`src/rtl/weight_stream_pkg.sv`:
```
// Shared constants, layer layout and helpers for the streaming weight ROM.
// Layer geometry and the ROM image are computed at elaboration from LAYER_ROWS.
package weight_stream_pkg;

   localparam int unsigned NUM_LAYERS   = 3;
   localparam int unsigned NUM_LANES    = 4;
   localparam int unsigned WEIGHT_WIDTH = 8;
   localparam int unsigned MAX_BURST    = 64;
   localparam int unsigned LAYER_ROWS [NUM_LAYERS] = '{16, 32, 64};
   localparam int unsigned DATA_W       = NUM_LANES * WEIGHT_WIDTH;

   function automatic int unsigned calc_total_rows();
      int unsigned acc;
      acc = 0;
      for (int i = 0; i < NUM_LAYERS; i++) acc += LAYER_ROWS[i];
      return acc;
   endfunction

   function automatic int unsigned calc_max_rows();
      int unsigned mx;
      mx = 0;
      for (int i = 0; i < NUM_LAYERS; i++) if (LAYER_ROWS[i] > mx) mx = LAYER_ROWS[i];
      return mx;
   endfunction

   localparam int unsigned TOTAL_ROWS = calc_total_rows();
   localparam int unsigned MAX_ROWS   = calc_max_rows();
   localparam int unsigned ROW_W      = $clog2(MAX_ROWS);
   localparam int unsigned LAYER_W    = (NUM_LAYERS > 1) ? $clog2(NUM_LAYERS) : 1;
   localparam int unsigned LEN_W      = $clog2(MAX_BURST + 1);
   localparam int unsigned ADDR_W     = $clog2(TOTAL_ROWS);
   // Range-check width: wide enough that row + len never wraps.
   localparam int unsigned SUM_W      = ((ROW_W > LEN_W) ? ROW_W : LEN_W) + 1;

   typedef enum logic [1:0] {IDLE, STREAM, DRAIN} state_t;

   typedef logic [NUM_LAYERS-1:0][ADDR_W-1:0] offsets_t;
   typedef logic [TOTAL_ROWS-1:0][DATA_W-1:0] image_t;

   function automatic offsets_t calc_row_offsets();
      offsets_t    offs;
      int unsigned acc;
      offs = '0;
      acc  = 0;
      for (int i = 0; i < NUM_LAYERS; i++) begin
         offs[i] = ADDR_W'(acc);
         acc += LAYER_ROWS[i];
      end
      return offs;
   endfunction

   localparam offsets_t LAYER_OFFSET = calc_row_offsets();

   // Weight image, layer-major: lane i of row r holds (r*NUM_LANES + i) mod 2^WEIGHT_WIDTH.
   function automatic image_t init_image();
      image_t img;
      img = '0;
      for (int r = 0; r < TOTAL_ROWS; r++)
         for (int l = 0; l < NUM_LANES; l++)
            img[r][l*WEIGHT_WIDTH +: WEIGHT_WIDTH] = WEIGHT_WIDTH'(r * NUM_LANES + l);
      return img;
   endfunction

endpackage

```
`src/rtl/weight_row_rom.sv`:
```
// Synchronous single-port row ROM; one full beat per read, output holds when idle.
module weight_row_rom
   import weight_stream_pkg::*;
(
   input  logic              clk,
   input  logic              rd_en,
   input  logic [ADDR_W-1:0] rd_addr,
   output logic [DATA_W-1:0] rd_data
);

   localparam image_t IMAGE = init_image();

   always_ff @(posedge clk) begin
      if (rd_en) rd_data <= IMAGE[rd_addr];
   end

endmodule

```
`src/rtl/weight_stream_rom.sv`:
```
// Burst-streaming multi-layer weight ROM with valid/ready request and data ports.
// Optional WEIGHT_STREAM_STALL_CNT_EN adds a saturating output-stall counter.
module weight_stream_rom
   import weight_stream_pkg::*;
(
   input  logic               clk,
   input  logic               reset,
   input  logic               req_valid,
   output logic               req_ready,
   input  logic [LAYER_W-1:0] req_layer,
   input  logic [ROW_W-1:0]   req_row,
   input  logic [LEN_W-1:0]   req_len,
   output logic               out_valid,
   input  logic               out_ready,
   output logic [DATA_W-1:0]  out_data,
   output logic               out_last,
   output logic               err,
`ifdef WEIGHT_STREAM_STALL_CNT_EN
   output logic [31:0]        stall_cnt,
`endif
   output logic               busy
);

   state_t              state, state_next;
   logic [ADDR_W-1:0]   abs_row;
   logic [LEN_W-1:0]    remaining;
   logic                rd_pending, pend_last;
   logic [DATA_W-1:0]   rd_data;
   logic [DATA_W-1:0]   fifo_data [2];
   logic                fifo_last [2];
   logic                wr_ptr, rd_ptr;
   logic [1:0]          count;

   logic                accept, legal, pop, push, credit, issue;
   logic [SUM_W-1:0]    sel_rows;
   logic [ADDR_W-1:0]   sel_off;

   assign req_ready = (state == IDLE);
   assign busy      = (state != IDLE);
   assign out_valid = (count != 2'd0);
   assign out_data  = fifo_data[rd_ptr];
   assign out_last  = fifo_last[rd_ptr] && out_valid;

   assign accept = req_valid && req_ready;
   assign pop    = out_valid && out_ready;
   assign push   = rd_pending;
   // A beat leaving this cycle frees a slot, which keeps the stream bubble-free.
   assign credit = (({1'b0, count} + {2'b0, rd_pending}) < 3'd2) || pop;

   always_comb begin
      sel_rows = '0;
      sel_off  = '0;
      for (int i = 0; i < NUM_LAYERS; i++) begin
         if (req_layer == LAYER_W'(i)) begin
            sel_rows = SUM_W'(LAYER_ROWS[i]);
            sel_off  = LAYER_OFFSET[i];
         end
      end
   end

   assign legal = (32'(req_layer) < NUM_LAYERS) && (req_len != '0) &&
                  (32'(req_len) <= MAX_BURST) &&
                  ((SUM_W'(req_row) + SUM_W'(req_len)) <= sel_rows);

   always_ff @(posedge clk or posedge reset) begin
      if (reset) state <= IDLE;
      else       state <= state_next;
   end

   always_comb begin
      state_next = state;
      issue      = 1'b0;
      case (state)
         IDLE:   if (accept && legal) state_next = STREAM;
         STREAM: if (credit) begin
            issue = 1'b1;
            if (remaining == LEN_W'(1)) state_next = DRAIN;
         end
         DRAIN:  if (!rd_pending && (count == 2'd0 || (count == 2'd1 && pop)))
            state_next = IDLE;
         default: state_next = IDLE;
      endcase
   end

   // Address/length counters, read pipeline tracking and 2-entry output FIFO.
   always_ff @(posedge clk or posedge reset) begin
      if (reset) begin
         abs_row      <= '0;
         remaining    <= '0;
         rd_pending   <= 1'b0;
         pend_last    <= 1'b0;
         err          <= 1'b0;
         wr_ptr       <= 1'b0;
         rd_ptr       <= 1'b0;
         count        <= 2'd0;
         fifo_data[0] <= '0;
         fifo_data[1] <= '0;
         fifo_last[0] <= 1'b0;
         fifo_last[1] <= 1'b0;
      end else begin
         err <= accept && !legal;
         if (accept && legal) begin
            abs_row   <= sel_off + ADDR_W'(req_row);
            remaining <= req_len;
         end else if (issue) begin
            abs_row   <= abs_row + ADDR_W'(1);
            remaining <= remaining - LEN_W'(1);
         end
         rd_pending <= issue;
         pend_last  <= issue && (remaining == LEN_W'(1));
         if (push) begin
            fifo_data[wr_ptr] <= rd_data;
            fifo_last[wr_ptr] <= pend_last;
            wr_ptr            <= ~wr_ptr;
         end
         if (pop) rd_ptr <= ~rd_ptr;
         count <= count + 2'(push) - 2'(pop);
      end
   end

`ifdef WEIGHT_STREAM_STALL_CNT_EN
   always_ff @(posedge clk or posedge reset) begin
      if (reset)                                          stall_cnt <= '0;
      else if (accept && legal)                           stall_cnt <= '0;
      else if (out_valid && !out_ready && stall_cnt != '1) stall_cnt <= stall_cnt + 32'd1;
   end
`endif

   weight_row_rom u_rom (
      .clk     (clk),
      .rd_en   (issue),
      .rd_addr (abs_row),
      .rd_data (rd_data)
   );

endmodule

```
`config.mk`:
```
export PLATFORM = sky130hd
export DESIGN_NAME = weight_stream_rom
export DESIGN_NICKNAME = d
export VERILOG_FILES = /design/src/rtl/weight_stream_pkg.sv /design/src/rtl/weight_row_rom.sv /design/src/rtl/weight_stream_rom.sv
export SDC_FILE = /design/constraint.sdc
export NUM_CORES = 1
export LEC_CHECK = 0
export ABC_CLOCK_PERIOD_IN_PS = 3100
export BUFFER_PORTS_ARGS = -buffer_cell sky130_fd_sc_hd__buf_4
export CORE_MARGIN = 2
export CORE_UTILIZATION = 40
export DETAILED_ROUTE_END_ITERATION = 6
export HOLD_SLACK_MARGIN = 0.03
export SLEW_MARGIN = 20
export SYNTH_ARGS = -nofsm -noshare
export SYNTH_HDL_FRONTEND = slang
export SYNTH_SLANG_ARGS = --single-unit
```
`constraint.sdc`:
```
create_clock -name clk -period 3.1 [get_ports clk]
set_input_delay 0.62 -clock clk [delete_from_list [all_inputs] [get_ports clk]]
set_output_delay 0.62 -clock clk [all_outputs]
set_load 0.02 [all_outputs]
```
; After elaboration in Yosys (flattened, before gate mapping)
; Memory sizes are Yosys's and may differ from the RTL's. A register that Yosys moved wholly into a read port is not among the register bits.
; Cells that the tools add are included.
[op_classes]
shifts = 0
order_cmp = 7
n_bitwise = 4
n_eq_ne = 10
div_mod_pow = 0
reduce_logical = 24
muxes = 28
addsub = 7
multipliers = 0
[op_table]
columns = op, count
row1 = 32-bit 2-to-1 mux, 4
row2 = 64-bit bitwise mux, 1
row3 = 7-bit 2-to-1 mux, 5
row4 = 32-bit demux with 1-bit select, 1
row5 = 8-bit 2-to-1 mux, 2
row6 = 1-bit logical AND, 12
row7 = 5-bit 2-to-1 mux, 2
row8 = 6-bit by 7-bit adder with 8-bit output, 1
row9 = 8-bit <= comparator, 1
row10 = 2-bit 2-to-1 mux, 4
row11 = 7-bit by 1-bit adder with 7-bit output (second input constant), 1
row12 = 7-bit by 6-bit adder with 7-bit output, 1
row13 = 7-bit by 1-bit equality test with 1-bit output (second input constant), 1
row14 = 7-bit <= comparator (second input constant), 1
row15 = 7-bit nonzero test, 1
row16 = 7-bit by 1-bit subtractor with 7-bit output (second input constant), 1
row17 = 2-bit by 1-bit equality test with 1-bit output (second input constant), 3
row18 = 2-bit logical NOT, 3
row19 = 1-bit 2-to-1 mux, 6
row20 = 2-bit inequality test (second input constant), 3
row21 = 2-bit one-hot mux with 3 select lines, 1
row22 = 2-bit nonzero test, 3
row23 = 2-bit equality test (second input constant), 2
row24 = 2-bit >= comparator (second input constant), 2
row25 = 14 further kinds, 18
[totals]
reg_bits = 89
output_inout_bits = 37
romBits = 4096
latch_bits = 0
word_cells = 94
in_bits = 19
mem_count = 1
ramBits = 0
[mem_list]
columns = memory, words, width, read_ports, rd_ports_with_merged_regs, wr, line
row1 = (no name shown), 128, 32, 1, 1, 0, weight_row_rom.sv:14  ; if (rd_en) rd_data <= IMAGE[rd_addr];

; Logic depth before layout (Yosys ltp)
[depth]
ltp_word = 9
mapped_depth = 14
ltp_nobuf = 13

; Hierarchy
; Synthesis repeated with hierarchy kept, for this count alone.
[hier_totals]
cells_unflattened = 383
hier_area_um2 = 4822.1
[modules_own_cells]
columns = module, n_inst, cells_per_inst, area_per_inst_um2
row1 = weight_stream_rom, 1, 348, 4428.0
row2 = weight_row_rom, 1, 35, 394.1

; Worst setup path after synthesis
; Ideal clock, no wire load.
[synth_path]
path_kind = in2reg
from = input req_row[0]
to = register abs_row[3]
setup_time_ns = 0.125
n_path_buf = 1
path_slack_ns = -0.391
stages = 14
arrival_time_ns = 3.365
t_required_ns = 2.975
path_cell_list = ha_1 fa_1 a21o_1 a21oi_1 o21bai_1 a21oi_1 xnor2_1 ha_1 inv_1 a21oi_1 o2111ai_2 nor3b_4 buf_8 mux2_4
[synth_via]
elab_chain_cells = 5
word_cells_on_any_way = 7
cone_classes = 2 x add/sub / 1 x order compare / 1 x mux / 3 x reduce/logical
[synth_rtl]
columns = item, line
row1 = start: declaration, weight_stream_rom.sv:11  ; input logic [ROW_W-1:0] req_row,
row2 = 6-bit by 7-bit adder with 8-bit output, weight_stream_rom.sv:63  ; ((SUM_W'(req_row) + SUM_W'(req_len)) <= sel_rows);
row3 = 8-bit <= comparator, weight_stream_rom.sv:63
row4 = 1-bit logical AND, weight_stream_rom.sv:62  ; (32'(req_len) <= MAX_BURST) &&
row5 = 1-bit logical AND, weight_stream_rom.sv:102  ; if (accept && legal) begin
row6 = 7-bit 2-to-1 mux or 2-bit nonzero test (tied branches), --
row7 = end signal: assignment, weight_stream_rom.sv:103  ; abs_row <= sel_off + ADDR_W'(req_row);
row8 = end signal: assignment, weight_stream_rom.sv:106  ; abs_row <= abs_row + ADDR_W'(1);
row9 = end: declaration, weight_stream_rom.sv:25  ; logic [ADDR_W-1:0] abs_row;
; Several ways; a longest one is shown, not always the timed one.
; A chain may end at the register's enable or synchronous reset.

; Worst setup path in the final report
[layout_path]
from = input req_row[0]
to = register abs_row[4]
; Same word-level chain as after synthesis.

==> results.sh <==
export IMPL_yosysWarnings=0
export IMPL_dp_cells=375
export IMPL_run_status="finished with violations"
export IMPL_ys_dominant_reg_cell="dfrtp_1"
export IMPL_fp_coreArea_mm2=0.006756
export IMPL_ys_types=46
export IMPL_reg2regPathDepth=6
export IMPL_port_buffers=51
export IMPL_via_per_inst=5.003
export IMPL_cts_root_buf="clkbuf_8"
export IMPL_grt_pass1_wl_um=8645
export IMPL_num_rows=30
export IMPL_ios=56
export IMPL_slew_headroom_pct=54.75
export IMPL_h_tree_depth=2
export IMPL_grt_overflow_total=0
export IMPL_clock_sinks=45
export IMPL_yosysTopAreaCellShare_pct=34.96
export IMPL_tns_ns=-1.224
export IMPL_power_frac_clock_pct=9.9
export IMPL_drt_antenna_violating_nets=0
export IMPL_drv_cap=0
export IMPL_cp_start_kind="primary input"
export IMPL_gp_congestion=0.7917
export IMPL_finalHoldViolCount=0
export IMPL_cp_slowest_stage_delay_ns=0.36
export IMPL_p_comb_share_pct=57.8
export IMPL_synth_cells_most_frequent="39 x dfrtp_1, 26 x mux2_2, 25 x buf_4, 19 x ha_1, 15 x inv_1"
export IMPL_vias=1936
export IMPL_end_kind="flip-flop"
export IMPL_worst_pin_slew_ns=0.6762
export IMPL_drt_first_pass_iters=4
export IMPL_crit_chain="buf_6, ha_4, fa_2, a21o_1, a21oi_2, o21bai_1, a21oi_1, xnor2_1, ha_1, inv_1, a21oi_2, o2111ai_2, nor3b_4, buf_4, mux2_4"
export IMPL_rr_startpoint="push"
export IMPL_netlist_area_mm2=0.002791
export IMPL_critPathCapture="abs_row[4]"
export IMPL_vdd_ir_drop_max_mv=0.3183
export IMPL_power_density_mw_per_mm2=976.1
export IMPL_slowest_stage="fa_2"
export IMPL_fin_crit_ns=3.230
export IMPL_wirelength_um=5197
export IMPL_fin_crit_sh_pct=104.2
export IMPL_p_switching_mw=1.359
export IMPL_die_w_um=87.54
export IMPL_finalSetupViolations=11
export IMPL_grt_max_degree=40
export IMPL_p_int_mw=2.028
export IMPL_clk_latency_ns=0.28
export IMPL_nets=346
export IMPL_arrival_ns=3.41
export IMPL_crit_path_start="req_row[0]"
export IMPL_wl_per_cell_um=13.43
export IMPL_synth_avg_cell_area_um2=11.35
export IMPL_synth_seq_cells=45
export IMPL_p_seq_share_pct=32.3
export IMPL_r2r_slack_ns=0.97
export IMPL_setup_ws_ns=-0.1300
export IMPL_yosysMostFrequentCell="dfrtp_1"
export IMPL_dpl_hpwl_um=4100
export IMPL_globalRouteTotalUtil_pct=14.28
export IMPL_async_reset_ff_share_pct=86.67
export IMPL_synthCells=246
export IMPL_dr_first_iter_drc_count=72
export IMPL_drive_above_1_share_pct=43.00
export IMPL_area_growth_syn_to_layout_pct=24.29
export IMPL_synth_edf_count=6
export IMPL_cts_tree="yes"
export IMPL_cp_max_fo=3
export IMPL_hold_path_class="in -> async"
export IMPL_slew_violations=0
export IMPL_skew_ns=0.003343
export IMPL_worstPathRequired_ns=3.28
export IMPL_yosys_area_top_type="dfrtp_1"
export IMPL_p_leak_nw=1.576
export IMPL_cts_buffers=5
export IMPL_start_util_pct=41.31
export IMPL_failed_checks="negative setup slack"
export IMPL_grt_antenna_before_repair=0
export IMPL_grt_pass1_vias=1893
export IMPL_final_instance_count_excl_fill=387
export IMPL_drc_errors=0
export IMPL_die_area_mm2=0.007662
export IMPL_rsz0062_at_grt="yes"
export IMPL_synthTopCellsByArea="dfrtp_1 35%, mux2_2 10%, ha_1 8.5%"
export IMPL_max_freq_mhz=309.6
export IMPL_die_y_um=87.54
export IMPL_clk_pin_slew_ns=0.08
export IMPL_crit_path_frequent_cell="a21oi_2"
export IMPL_n_antenna_cell=0
export IMPL_clock_tree_buffer_depth=2
export IMPL_swShare_pct=40.13
export IMPL_critPathKind="in -> reg"
export IMPL_r2r_end="abs_row[6]"
export IMPL_seq_area_frac_synth_pct=41.42
-- layer usage --
layer,vias to the layer above,track usage (%),routed length [um]
met4,0,4.196,49
met5,-,0,0
met1,919,18.94,2443
met3,5,2.168,202
li1,964,-,-
met2,48,24.24,2502
-- logic make-up (layout without fill, tap and decap cells) --
family | count (synthesis) | count (layout) | synth area share, %
adders and majority gates | 21 | 21 | 9.951
DFF | 45 | 45 | 41.42
xor gates and xnor gates | 16 | 16 | 5.020
and+or+nand+nor | 50 | 50 | 9.861
other | 1 | 4 | 0.1343
muxes | 35 | 35 | 14.79
AOI/OAI and AO/OA | 35 | 35 | 9.278
buffers and inverters | 43 | 101 | 9.547
-- worst min path at each step --
stage                        startpoint       endpoint  slack, ns
after floorplan           fifo_data[25]  fifo_data[25]       0.43
after global placement    fifo_data[25]  fifo_data[25]       0.44
after detailed placement  fifo_data[25]  fifo_data[25]       0.45
after CTS                         reset       state[1]       0.47
after global routing      fifo_data[25]  fifo_data[25]       0.48
final                             reset  fifo_data[29]       0.46
-- power by group through the flow --
stage / logic [mW] / registers [mW] / clock network, mW
final: 1.96 / 1.09 / 0.335
after global placement: 1.89 / 1.11 / 0
after detailed placement: 1.91 / 1.11 / 0
after global routing: 2.13 / 1.14 / 0.371
after floorplan: 1.57 / 1.04 / 0
after CTS: 1.97 / 1.10 / 0.350
-- placed cells by master, fill, tap and decap left out, types with 3 or more instances in the layout --
master     n
a21oi_1    4
a21oi_2    3
buf_4     72
buf_6      4
clkbuf_8   5
conb_1     4
dfrtp_1   39
edfxtp_1   6
ha_1      18
inv_1     15
mux2_2    22
mux2_4    10
mux2i_1    3
nand2_1   10
nand2b_1   3
nand3_1    4
nand4_1    4
nor2_1    10
nor3_1     4
o21ai_0    4
o21bai_1   3
xnor2_1   14
-- registers in the layout, indices dropped and copies added (netlist names) --
register	flops
fifo_data	14
abs_row	7
remaining	7
u_rom.rd_data	6
count	2
fifo_last	2
state	2
err	1
pend_last	1
push	1
rd_ptr	1
wr_ptr	1
-- timing repair --
action | CTS | global route
resized for setup | 9 | 2
pin swaps | 4 | 2
buffers inserted | 5 | 1
hold buffers | 0 | 0
setup endpoints to repair | 11 | 15
-- worst max-delay path, delay by kind of cell --
family	cells	cell delay, ns
AO/OA/AOI/OAI	6	0.88
XOR/XNOR	1	0.09
adder cells (fa/ha/maj)	3	0.84
buffers and inverters	3	0.35
multiplexers	1	0.29
AND/OR/NAND/NOR	1	0.35
-- metrics by stage --
stage / util (%) / instance area [um2] / power (mW) / hold slack [ns] / worst slack, ns
finish: 51.35 / 3470 / 3.387 / 0.4609 / -0.1300
CTS: 51.22 / 3461 / 3.422 / 0.4661 / -0.1200
global placement: 48.93 / 3306 / 3.000 / 0.4450 / -0.4261
floorplan: - / 2851 / 2.608 / 0.4285 / -0.2253
detailed placement: 48.93 / 3306 / 3.024 / 0.4503 / -0.4929
global route: 51.35 / 3470 / 3.649 / 0.4807 / -0.2767
-- layout make-up --
type                            count  area (um2)
Multi-Input combinational cell    161        1466
Tap cell                           80       100.1
Inverter                           16       60.06
Fill cell                         628        3287
Clock inverter                      3       12.51
Sequential cell                    45        1156
Clock buffer                        5       68.82
Timing Repair Buffer               77       605.6
Power figures use the tool's default switching activity.
